<file path="config.mk">
export PLATFORM = sky130hd
export DESIGN_NAME = mux_rr_arbiter
export DESIGN_NICKNAME = d
export VERILOG_FILES = /design/src/rtl/mux_rr_arbiter.sv
export SDC_FILE = /design/constraint.sdc
export NUM_CORES = 1
export LEC_CHECK = 0
export CORE_MARGIN = 2
export CORE_UTILIZATION = 45
export CTS_BUF_LIST = sky130_fd_sc_hd__clkbuf_4 sky130_fd_sc_hd__clkbuf_8
export CTS_CLUSTER_SIZE = 10
export DETAILED_ROUTE_END_ITERATION = 8
export PLACE_DENSITY = 0.82
export SLEW_MARGIN = 20
export SYNTH_ARGS = -nofsm -noshare
export SYNTH_HDL_FRONTEND = slang
export SYNTH_SLANG_ARGS = --single-unit
</file>
<file path="constraint.sdc">
create_clock -name clk -period 2.2 [get_ports clk]
set_input_delay 0.44 -clock clk [delete_from_list [all_inputs] [get_ports clk]]
set_output_delay 0.44 -clock clk [all_outputs]
set_load 0.05 [all_outputs]
</file>
<file path="src/rtl/mux_rr_arbiter.sv">
// Round-robin arbiter owning the select of a 4:1 data mux, with a per-grant
// burst limit and a valid/ready handshake toward a single downstream sink.
module mux_rr_arbiter #(
  parameter int DW       = 4,
  parameter int MAX_HOLD = 8
) (
  input  logic          clk,
  input  logic          rst,
  input  logic [3:0]    req,
  input  logic [DW-1:0] din_a,
  input  logic [DW-1:0] din_b,
  input  logic [DW-1:0] din_c,
  input  logic [DW-1:0] din_d,
  input  logic          dout_ready,
  output logic [3:0]    gnt,
  output logic [1:0]    sel,
  output logic [DW-1:0] dout,
  output logic          dout_valid
);

  localparam int CW = $clog2(MAX_HOLD + 1);

  typedef enum logic {IDLE, GRANT} state_t;

  state_t        state_reg, state_next;
  logic [3:0]    gnt_reg, gnt_next;
  logic [1:0]    sel_reg, sel_next;
  logic [1:0]    prio_ptr_reg, prio_ptr_next;
  logic [CW-1:0] beat_cnt_reg, beat_cnt_next;

  logic [DW-1:0] din_arr [4];
  logic [1:0]    search_start;
  logic [1:0]    cand;
  logic [1:0]    win_idx;
  logic          win_found;
  logic [3:0]    win_onehot;
  logic          beat;
  logic          release_now;

  assign din_arr[0] = din_a;
  assign din_arr[1] = din_b;
  assign din_arr[2] = din_c;
  assign din_arr[3] = din_d;

  // From IDLE the search starts at the priority pointer; on release it starts
  // just past the current owner, so the owner itself is considered last.
  assign search_start = (state_reg == GRANT) ? sel_reg + 2'd1 : prio_ptr_reg;

  always_comb begin
    win_found = 1'b0;
    win_idx   = search_start;
    cand      = search_start;
    for (int j = 0; j < 4; j++) begin
      cand = search_start + 2'(j);
      if (!win_found && req[cand]) begin
        win_found = 1'b1;
        win_idx   = cand;
      end
    end
  end

  generate
    for (genvar gi = 0; gi < 4; gi++) begin : g_onehot
      assign win_onehot[gi] = win_found && (win_idx == 2'(gi));
    end
  endgenerate

  assign beat        = (state_reg == GRANT) && req[sel_reg] && dout_ready;
  assign release_now = (state_reg == GRANT) &&
                       (!req[sel_reg] || (beat && beat_cnt_reg == CW'(MAX_HOLD - 1)));

  always_comb begin
    state_next    = state_reg;
    gnt_next      = gnt_reg;
    sel_next      = sel_reg;
    prio_ptr_next = prio_ptr_reg;
    beat_cnt_next = beat_cnt_reg;
    case (state_reg)
      IDLE: begin
        if (win_found) begin
          state_next    = GRANT;
          gnt_next      = win_onehot;
          sel_next      = win_idx;
          beat_cnt_next = '0;
        end
      end
      GRANT: begin
        if (release_now) begin
          prio_ptr_next = sel_reg + 2'd1;
          beat_cnt_next = '0;
          if (win_found) begin
            gnt_next = win_onehot;
            sel_next = win_idx;
          end else begin
            // sel keeps the last owner while idle
            state_next = IDLE;
            gnt_next   = '0;
          end
        end else if (beat) begin
          beat_cnt_next = beat_cnt_reg + CW'(1);
        end
      end
      default: state_next = IDLE;
    endcase
  end

  always_ff @(posedge clk or posedge rst) begin
    if (rst) begin
      state_reg    <= IDLE;
      gnt_reg      <= '0;
      sel_reg      <= '0;
      prio_ptr_reg <= '0;
      beat_cnt_reg <= '0;
    end else begin
      state_reg    <= state_next;
      gnt_reg      <= gnt_next;
      sel_reg      <= sel_next;
      prio_ptr_reg <= prio_ptr_next;
      beat_cnt_reg <= beat_cnt_next;
    end
  end

  assign gnt        = gnt_reg;
  assign sel        = sel_reg;
  assign dout       = din_arr[sel_reg];
  assign dout_valid = (gnt_reg != 4'd0) && req[sel_reg];

endmodule

</file>
==> results, run 1 <==
- The total wire length after detailed routing is 2412 µm.
- Setup violations remaining at the end of the flow were counted as 0.
- The number of hold buffers added after cts is 0.
- The area fraction of the dominant cell type after synthesis is 0.3631.
- Once detail routing completed, the nets flagged for antenna violations numbered 0.
- The critical path goes through clkdlybuf4s50_1 -> mux4_2 -> o41a_1 -> buf_6.
- The smallest hold slack is 0.4647 ns.
- The cell area after synthesis is 895.9 µm².
- The headroom to the max-slew limit is 0.6624.
- The class of the worst hold path is input pin to asynchronous set/reset pin.
- The family with the most delay on the worst path is buffers and inverters.
- After synthesis, the most frequently instantiated cells are dfrtp_1 (13), nand2_1 (9), nor2_1 (6).
- The flow ran to the end, and the final reports show no timing, DRC or antenna violations.
- The total overflow reported by the global router is 0.
- The synthesized design spends more area on one cell type than any other, namely dfrtp_1.
- The post-synthesis sequential element count is 13.
- Counting along the longest clock path gives a buffer depth of 2.
- The number of antenna violations at the first check in global routing was 0.
- The number of buffers added on ports is 33.
- The half-perimeter wire length of the detailed placement result is 1949 µm.
- The total area inside the core boundary comes to 1922 µm².
- The count of final max-slew check failures is 0.
- The capture point of the worst reg-to-reg path is beat_cnt_reg[3].
- The area of the die is 2364 µm².
- The kind of critical path is input pin to output port.
- Synthesis produced a netlist whose cell count is 86.
- For this design the ratio of total power to cell area is 1346 nW/µm².
- Counting cells, the worst reg-to-reg path comes to 6.
- Of the synthesized area, sequential elements account for 0.3631.
- The die is 48.62 µm wide.
- Total power for the finished layout comes to 0.001788 W.
- The CTS clock-pin slew for the worst setup and hold paths is 0.07 ns.
- The repair_antennas step left the layout with diodes totalling 0.
- Setup repair after global routing left no endpoint under its margin.
- At the end of routability-driven placement, the weighted congestion stood at 0.7901.
- The total of max-cap violations is 0.
- The first detailed-routing pass ran for 4 iterations.
- Entering global routing, the biggest net connects 14 pins.
- For the worst setup path, the data arrival time is 1.73 ns.
- For the pin with the worst max-slew slack, the measured transition is 0.5049 ns.
- The CTS root buffer is clkbuf_4.
- The slowest stage of the critical path belongs to the cell mux4_2.
- For this run, the number of Yosys warnings is 0.
- For this configuration, the core starts out at a cell density of 0.4661.
- The final worst clock skew is 0.002152 ns.
- For this block, the initial DRC count from the detailed router was 11.
- The number of buffer and inverter stages on the critical path is 2.
- The wire length of the first global-routing pass is 4112 µm.
- A synthesized cell averages 10.42 µm².
- The number of distinct library cells after synthesis is 36.
- The average routed wire per standard cell is 15.36 µm.
- The aggregate global-route resource usage is 0.2255.
- In this run the core area contains 16 standard-cell rows.
- The source of the critical timing path is req[1].
- After synthesis, the cell types taking the most area are dfrtp_1 (36%), mux4_2 (13%), nand2_1 (3.8%).
- At the worst endpoint, the required time is 1.76 ns.
- The highest fanout seen on the critical path is 5.
- The maximum vdd drop is 0.0008379 V.
- Measured along the y axis, the die boundary spans 48.62 µm.
- The largest stage delay on the critical path is 0.54 ns.
- In the finished design, the share of the clock period the worst path needs comes to 0.9843.
- After detailed routing, the number of vias per cell comes to 5.707.
- The worst path in the final design needs a cycle of 2.166 ns, including I/O delays and setup.
- Counting the buffers created by CTS gives 3.
- The number of endpoints with negative hold slack in the final report is 0.
- Across all register-to-register paths, the minimum setup slack is 0.29 ns.
- The clock network latency to the later pin of the worst-skew pair is 0.28 ns.
- In the final layout, the share of cells above drive strength 1 is 0.2385.
- STA classifies the critical path startpoint as an input pin.
- The leading cell type by number of instances after synthesis is dfrtp_1.
- The post-synth net total is 110.
- The placed cell count is 152.
- 34 I/O pins were placed.
- Relative to the synthesized area, the layout overhead comes to 48.32%.
- The async set-or-reset flop fraction in the synthesized netlist is 1.000.
- Summed over all cells, the static leakage comes to 0.5695 nW.
- TritonCTS built the clock tree.
- Static timing analysis puts the maximum clock frequency at 461.8 MHz.
- For this design, the sink count on the clock tree is 13.
- The DRC violation count after routing is 0.
- For this block, the via count after detailed routing is 896.
- The number of levels in the clock H-tree is 1.
- The synthesized design contains 0 enable-type register cells.
- The kind of capture point of the worst setup path is an output port.
- Among all flip-flop cells after synthesis, the most frequent one is dfrtp_1.
- The layout net count is 155.
- The reg-to-reg critical path startpoint is sel[1].
- The number of non-filler instances in the completed layout is 157.
- The number of global-route vias before repair is 953.
-- cell usage in the layout, fill, tap and decap left out, drive strengths merged, types with 2 or more instances in the layout --
cell type / synthesis / final
buf: 3 / 17
nand2b: 2 / 2
mux2i: 2 / 2
nand3: 3 / 3
clkdlybuf4s50: 0 / 25
and2: 2 / 2
a2111oi: 2 / 2
nor2: 6 / 6
nor2b: 2 / 2
a21oi: 4 / 4
xnor2: 3 / 3
clkbuf: 0 / 4
o21ai: 4 / 4
nand2: 9 / 9
mux4: 5 / 5
nand4: 2 / 2
inv: 5 / 5
and3: 2 / 2
dfrtp: 13 / 13
a32o: 2 / 2
-- cells by family after synthesis --
logic type                 Yosys count  synth area share
adders and majority gates            1           0.01396
AOI/OAI and AO/OA                   23            0.2109
muxes                                7            0.1480
buffers and inverters                8           0.05166
DFF                                 13            0.3631
xor gates and xnor gates             4           0.03911
and+or+nand+nor                     30            0.1732
-- metal layers --
layer,global-route usage,routed length (µm)
met4,0.1333,51
met5,0,0
met1,0.2348,975
met3,0.06173,195
met2,0.4018,1190
-- power by group --
group | internal (W) | switching, W | leakage (nW)
registers | 0.000324 | 0.000111 | 0.160
clock network | 0.0000829 | 0.0000765 | 0.0184
logic | 0.000494 | 0.000699 | 0.391
total | 0.000901 | 0.000887 | 0.569
-- worst max path at each step --
| stage | end | slack, ns | depth (start not counted) |
|---|---|---|---|
| 2_1_floorplan | dout_valid | 0.05 | 3 |
| 3_3_place_gp | dout_valid | 0.005 | 4 |
| 3_5_place_dp | dout_valid | -0.004 | 4 |
| 4_1_cts | dout_valid | 0.008 | 4 |
| 5_1_grt | dout_valid | 0.01 | 4 |
| 6_report | dout_valid | 0.03 | 4 |
-- per-stage QoR --
stage          utilization  setup TNS (ns)  area [µm²]  setup slack (ns)
6_report            0.6914               0        1329           0.03444
5_1_grt             0.6914               0        1329           0.01063
4_1_cts             0.6855               0        1318          0.007739
3_5_place_dp        0.6673       -0.004470        1282         -0.004470
3_3_place_gp        0.6673               0        1282          0.004696
2_1_floorplan            -               0       895.9           0.04788
-- cell type report --
type,instances,area (µm²)
multi-input cells,65,524.3
repair buffers,43,394.1
fillers,154,593.1
inverters,5,18.77
well taps,27,33.78
flip-flops and latches,13,327.8
clock buffers,4,30.03
-- what timing repair did --
action	in CTS	in global routing
endpoints found under the setup margin	1	5
resized for setup	2	2
setup buffers	0	1
hold endpoints to repair	0	0
Power figures use the tool's default switching activity.
==> run 2, diff against run 1 <==
CORE_MARGIN = unset   (was 2)
==> run 2 against run 1 <==
Clock skew up 0.0023 ns. Via count decreased by 0.89%. Cell area increased by 1.4%. Total power up 1.2%. Combinational power rose by 5%. Hold slack gained 0.017 ns. Critical path type unchanged. Critical endpoint unchanged. Highest routed layer unchanged.
==> results, run 2 (synthesis results as in run 1) <==
- The number of endpoints with negative hold slack in the final report is 0.
- In this run, CTS created clock tree buffers numbering 3.
- The count of final max-slew check failures is 0.
- Timing would allow up to 459.9 MHz.
- In this run, the number of DRC markers left after iteration 0 of detailed routing was 20.
- The average routed wire per standard cell is 14.38 µm.
- The aggregate global-route resource usage is 0.2249.
- The worst setup path is captured at an output port.
- The core area is 1802 µm².
- For the final database, setup skew stands at 0.004413 ns.
- The maximum vdd drop is 0.001009 V.
- The antenna diode instance count is 0.
- Once layout is complete, the utilization of the core stands at 0.7479.
- In the layout the commonest cells are clkdlybuf4s50_1 (26), buf_4 (21), dfrtp_1 (13), nand2_1 (9), nor2_1 (6).
- The routed via count divided by cell count is 5.585.
- The CTS root buffer is clkbuf_4.
- Setup violations remaining at the end of the flow were counted as 0.
- The maximum clock path buffer count is 2.
- The portion of the clock cycle consumed by the worst path in the final layout is 0.9884.
- Before antenna repair, the detailed router went through 4 iterations.
- The total wire length after detailed routing is 2287 µm.
- Data on the critical path arrives at its endpoint at 1.73 ns.
- The number of global-route vias before repair is 853.
- Along the worst path, the maximum fanout reaches 2.
- The worst setup path is launched from an input pin.
- The post-placement cell area is 1310 µm².
- STA puts the critical path data required time at 1.76 ns.
- Setup repair after global routing left no endpoint under its margin.
- Counting every sink on the clock net gives 13.
- The total of max-cap violations is 0.
- Once routing completed, OpenROAD measured the worst setup slack at 0.02549 ns.
- The die covers 2173 µm².
- The library cell used most frequently in the layout, excluding fill and tap cells, is clkdlybuf4s50_1.
- The pin count of the biggest net entering global routing is 14.
- The leakage power figure is 0.5803 nW.
- The floorplan step set the die height to 46.62 µm.
- Port buffering added 33 buffers.
- At the end of routability-driven placement, the weighted congestion stood at 0.8105.
- The total overflow reported by the global router is 0.
- The slew at the pin closest to its max-slew limit is 0.5790 ns.
- The number of antenna violations at the first check in global routing was 0.
- Pin placement for this block handled 34 I/O pins.
- The worst slack after detailed placement is -0.02016 ns.
- The wire length of the first global-routing pass is 3498 µm.
- The initialized floorplan defines 15 standard-cell rows.
- The critical path is of the input pin to output port type.
- The effective utilization at floorplan is 0.4972.
- Summing all non-filler instances in the final layout gives an area of 1348 µm².
- The number of levels in the clock H-tree is 1.
- TritonCTS built the clock tree.
- The clock period minus final worst setup slack is 2.175 ns.
- The CTS clock-pin slew for the worst setup and hold paths is 0.08 ns.
- The class of the worst hold path is input pin to asynchronous set/reset pin.
- Detailed routing inserted a total of 888 vias.
- In this run the tightest slew margin relative to its limit is 0.6128.
- From synthesis to final layout, the design area changed by 50.42%.
- For this design, the CTS-stage hold fixing added 0 buffers.
- Once detail routing completed, the nets flagged for antenna violations numbered 0.
- The DRC violation count after routing is 0.
- At the end of the flow, the number of nets in the layout was 159.
- The clock network latency to the later pin of the worst-skew pair is 0.27 ns.
- The smallest hold slack is 0.4819 ns.
- The half-perimeter wire length of the detailed placement result is 1840 µm.
- The ratio of cells with drive above 1 in the final layout is 0.2463.
- The power per cell area is 1343 nW/µm².
- The flow ran to the end, and the final reports show no timing, DRC or antenna violations.
- In this run the horizontal extent of the chip is 46.62 µm.
run 2: layout make-up:
class | count | area (µm²)
clock buffer | 4 | 30.03
fill | 138 | 454.2
inverter | 5 | 18.77
multi-input combinational | 65 | 524.3
sequential | 13 | 325.3
tap | 25 | 31.28
timing repair buffer | 47 | 417.9
run 2: power breakdown:
part	total (W)	switching, W	internal [W]
sequential	0.000408	0.0000877	0.000321
clock	0.000155	0.0000725	0.0000825
combinational	0.00125	0.000717	0.000529
run 2: per-layer routing:
metal  track usage  part of all wire  vias to the layer above
li1              -                 -                      425
met1        0.2579              0.38                      424
met2        0.4222              0.50                       37
met3       0.03137              0.11                        2
met4       0.06857            0.0057                        0
met5             0                 0                        -
run 2: worst max-delay path: stages:
cell and delay, ns:
clkdlybuf4s50_1 0.44, mux4_2 0.52, o41a_1 0.14, buf_4 0.19
run 2: worst paths after layout:
kind / cells after the start / endpoint / from / slack [ns]
hold reg to reg: 2 / gnt[1] / gnt[1] / 0.50
setup / recovery: 4 / dout_valid / req[1] / 0.03
hold / removal: 2 / prio_ptr_reg[1] / rst / 0.48
setup reg to reg: 5 / gnt[2] / state_reg / 0.26
min in group clk: 2 / gnt[1] / gnt[1] / 0.50
max in group asynchronous: 2 / state_reg / rst / 1.39
run 2: repair_timing:
item | in CTS | in global routing
buffers inserted | 1 | 0
gates resized for setup | 0 | 0
setup endpoints to repair | 1 | 0
run 2: metrics by stage:
| step | TNS [ns] | total power [W] | std cells |
|---|---|---|---|
| after floorplan | 0 | 0.001264 | 86 |
| after global routing | 0 | 0.001922 | 159 |
| after detailed placement | -0.04338 | 0.001646 | 154 |
| final | 0 | 0.001809 | 159 |
| after CTS | 0 | 0.001819 | 159 |
| after global placement | 0 | 0.001613 | 154 |
==> run 3, diff against run 2 <==
PLACE_DENSITY = 0.91   (was 0.82)
==> run 3 against run 2 <==
Utilization fell by 1.6 points. First-iteration DRC count fell by 35%. Maximum frequency up 0.80%. Die area stayed put. Final cell count shrank 2.5%. Critical path depth did not move. Routed wire length shrank 1.1%. Combinational power down 5%. Via count decreased by 3.8%.
==> results, run 3 (synthesis results as in run 1) <==
- Across all setup checks in the final design, the least slack found is 0.04283 ns.
- The worst setup path is of the input pin to output port kind.
- Buffers inserted to repair hold after CTS numbered 0.
- The antenna diode instance count is 0.
- The DRC violation count after routing is 0.
- For the final database, setup skew stands at 0.005622 ns.
- The final setup TNS is 0 ns.
- The arrival time of data at the critical path endpoint is 1.72 ns.
- In this run, CTS created clock tree buffers numbering 3.
- Setup repair after global routing left no endpoint under its margin.
- Setup violations remaining at the end of the flow were counted as 0.
- The total overflow left after global routing is 0.
- The library cells used most frequently in the layout, excluding fill and tap cells, are clkdlybuf4s50_1 (26), buf_4 (17), dfrtp_1 (12), nand2_1 (9), nor2_1 (6).
- The CTS tree is built.
- The floorplan step set the die width to 46.62 µm.
- The area of the die is 2173 µm².
- The detail route stage leaves a number of antenna-violating nets equal to 0.
- In the final layout, the multi-input gates occupy 524.3 µm².
- The effective utilization at floorplan is 0.4972.
- In the finished design, the share of the clock period the worst path needs comes to 0.9805.
- The area growth from synthesis to layout is 47.21%.
- Max-cap violations in this run came to 0.
- The total number of vias is 854.
- The kind of capture point of the worst setup path is an output port.
- The count of final max-slew check failures was 0.
- At the end of the flow, the number of nets in the layout was 155.
- The worst slack after detailed placement is -0.01196 ns.
- The number of global-route vias before repair came to 789.
- For the worst setup path, the data required time is 1.76 ns.
- The tree is rooted in a clkbuf_4.
- At the end of the flow the core is filled with cells to 0.7319.
- The average routed wire per standard cell is 14.59 µm.
- The length of the first detailed-routing pass in iterations is 4.
- Detailed placement finished with a half-perimeter wire length of 1776 µm.
- For this design the ratio of total power to cell area is 1353 nW/µm².
- The core region is 1802 µm².
- Headroom to the max-slew limit came out at 0.6637.
- For the worst-skew pair, the clock arrives at the later sink with an insertion delay of 0.29 ns.
- Counting every sink on the clock net gives 13.
- IR analysis of the VDD net gives a maximum drop of 0.0009837 V.
- The pin count of the biggest net entering global routing is 14.
- Summed over all layers, the routed wires come to 2262 µm.
- The number of endpoints with negative hold slack in the final report is 0.
- The post-placement cell area is 1280 µm².
- In this run the number of H-tree levels came out at 1.
- The highest fanout seen on the critical path is 2.
- The smallest hold slack is 0.4680 ns.
- The maximum clock path buffer count is 2.
- The kind of start point of the critical path is an input pin.
- In this run the tool buffered the top-level ports with 33 buffer cells.
- The min-delay analysis places its worst path in the category input pin to asynchronous set/reset pin.
- The count of pins on the block boundary is 34.
- The aggregate global-route resource usage is 0.2295.
- The last weighted congestion value of the routability-driven placer is 0.8355.
- The slew at the pin closest to its max-slew limit is 0.5039 ns.
- The final design area excluding fillers is 1319 µm².
- The filler cells instantiated in the layout total 140.
- The run finished with clean final reports.
- The leakage power figure is 0.5604 nW.
- The sequential cells in the finished layout cover a total of 326.6 µm².
- The first global-routing pass estimated 3381 µm of wire.
- The clock period minus final worst setup slack is 2.157 ns.
- After the first detailed-routing iteration, the DRC count stood at 13.
- The floorplan step set the die height to 46.62 µm.
- The number of cells on the worst reg-to-reg path is 5.
- The number of standard-cell rows in the floorplan is 15.
- In the final layout, the share of cells above drive strength 1 is 0.2308.
- The leading cell type in the layout, fill and taps excluded is clkdlybuf4s50_1.
- The number of antenna violations at the first check in global routing came to 0.
- Using the TritonRoute via totals, the vias-per-cell ratio works out to 5.510.
- After clock tree synthesis, the clock-pin slew on the worst setup and hold paths is 0.09 ns.
- Timing would allow up to 463.6 MHz.
==> run 3: through the flow <==
stage | std cells | total power (W)
global placement | 150 | 0.001565
detailed placement | 150 | 0.001594
finish | 155 | 0.001785
CTS | 155 | 0.001782
floorplan | 86 | 0.001264
global route | 155 | 0.001878
==> run 3: area by class of cell <==
| cell class | instances | area share |
|---|---|---|
| repair buffers | 43 | 0.2941 |
| inverters | 5 | 0.01423 |
| multi-input cells | 65 | 0.3975 |
| flip-flops and latches | 13 | 0.2476 |
| well taps | 25 | 0.02372 |
| clock buffers | 4 | 0.02277 |
==> run 3: layer usage <==
layer,part of all wire,global-route usage,vias up
li1,-,-,416
met1,0.44,0.2970,397
met2,0.48,0.3500,34
met3,0.054,0.02745,7
met4,0.034,0.1657,0
met5,0,0,-
==> run 3: worst max-delay path, stage by stage <==
cell	delay, ns
clkdlybuf4s50_1	0.43
mux4_2	0.52
o41a_1	0.13
buf_4	0.19
==> run 3: path summary, 6_finish.rpt <==
check / start / to / slack, ns
worst max register to register: sel[1] / gnt[3] / 0.25
max in group asynchronous: rst / sel[1] / 1.36
min in group clk: gnt[1] / gnt[1] / 0.54
worst max-delay path: req[1] / dout_valid / 0.04
worst min register to register: gnt[1] / gnt[1] / 0.54
worst min-delay path: rst / beat_cnt_reg[2] / 0.47
==> run 3: repair_timing <==
item | CTS | global route
setup buffers | 1 | 0
resized for setup | 1 | 0
endpoints found under the setup margin | 1 | 0
==> run 3: report_power, final <==
| part | switching (W) | internal (W) |
|---|---|---|
| Combinational | 0.000705 | 0.000488 |
| Clock | 0.0000874 | 0.0000828 |
| Sequential | 0.0000989 | 0.000322 |
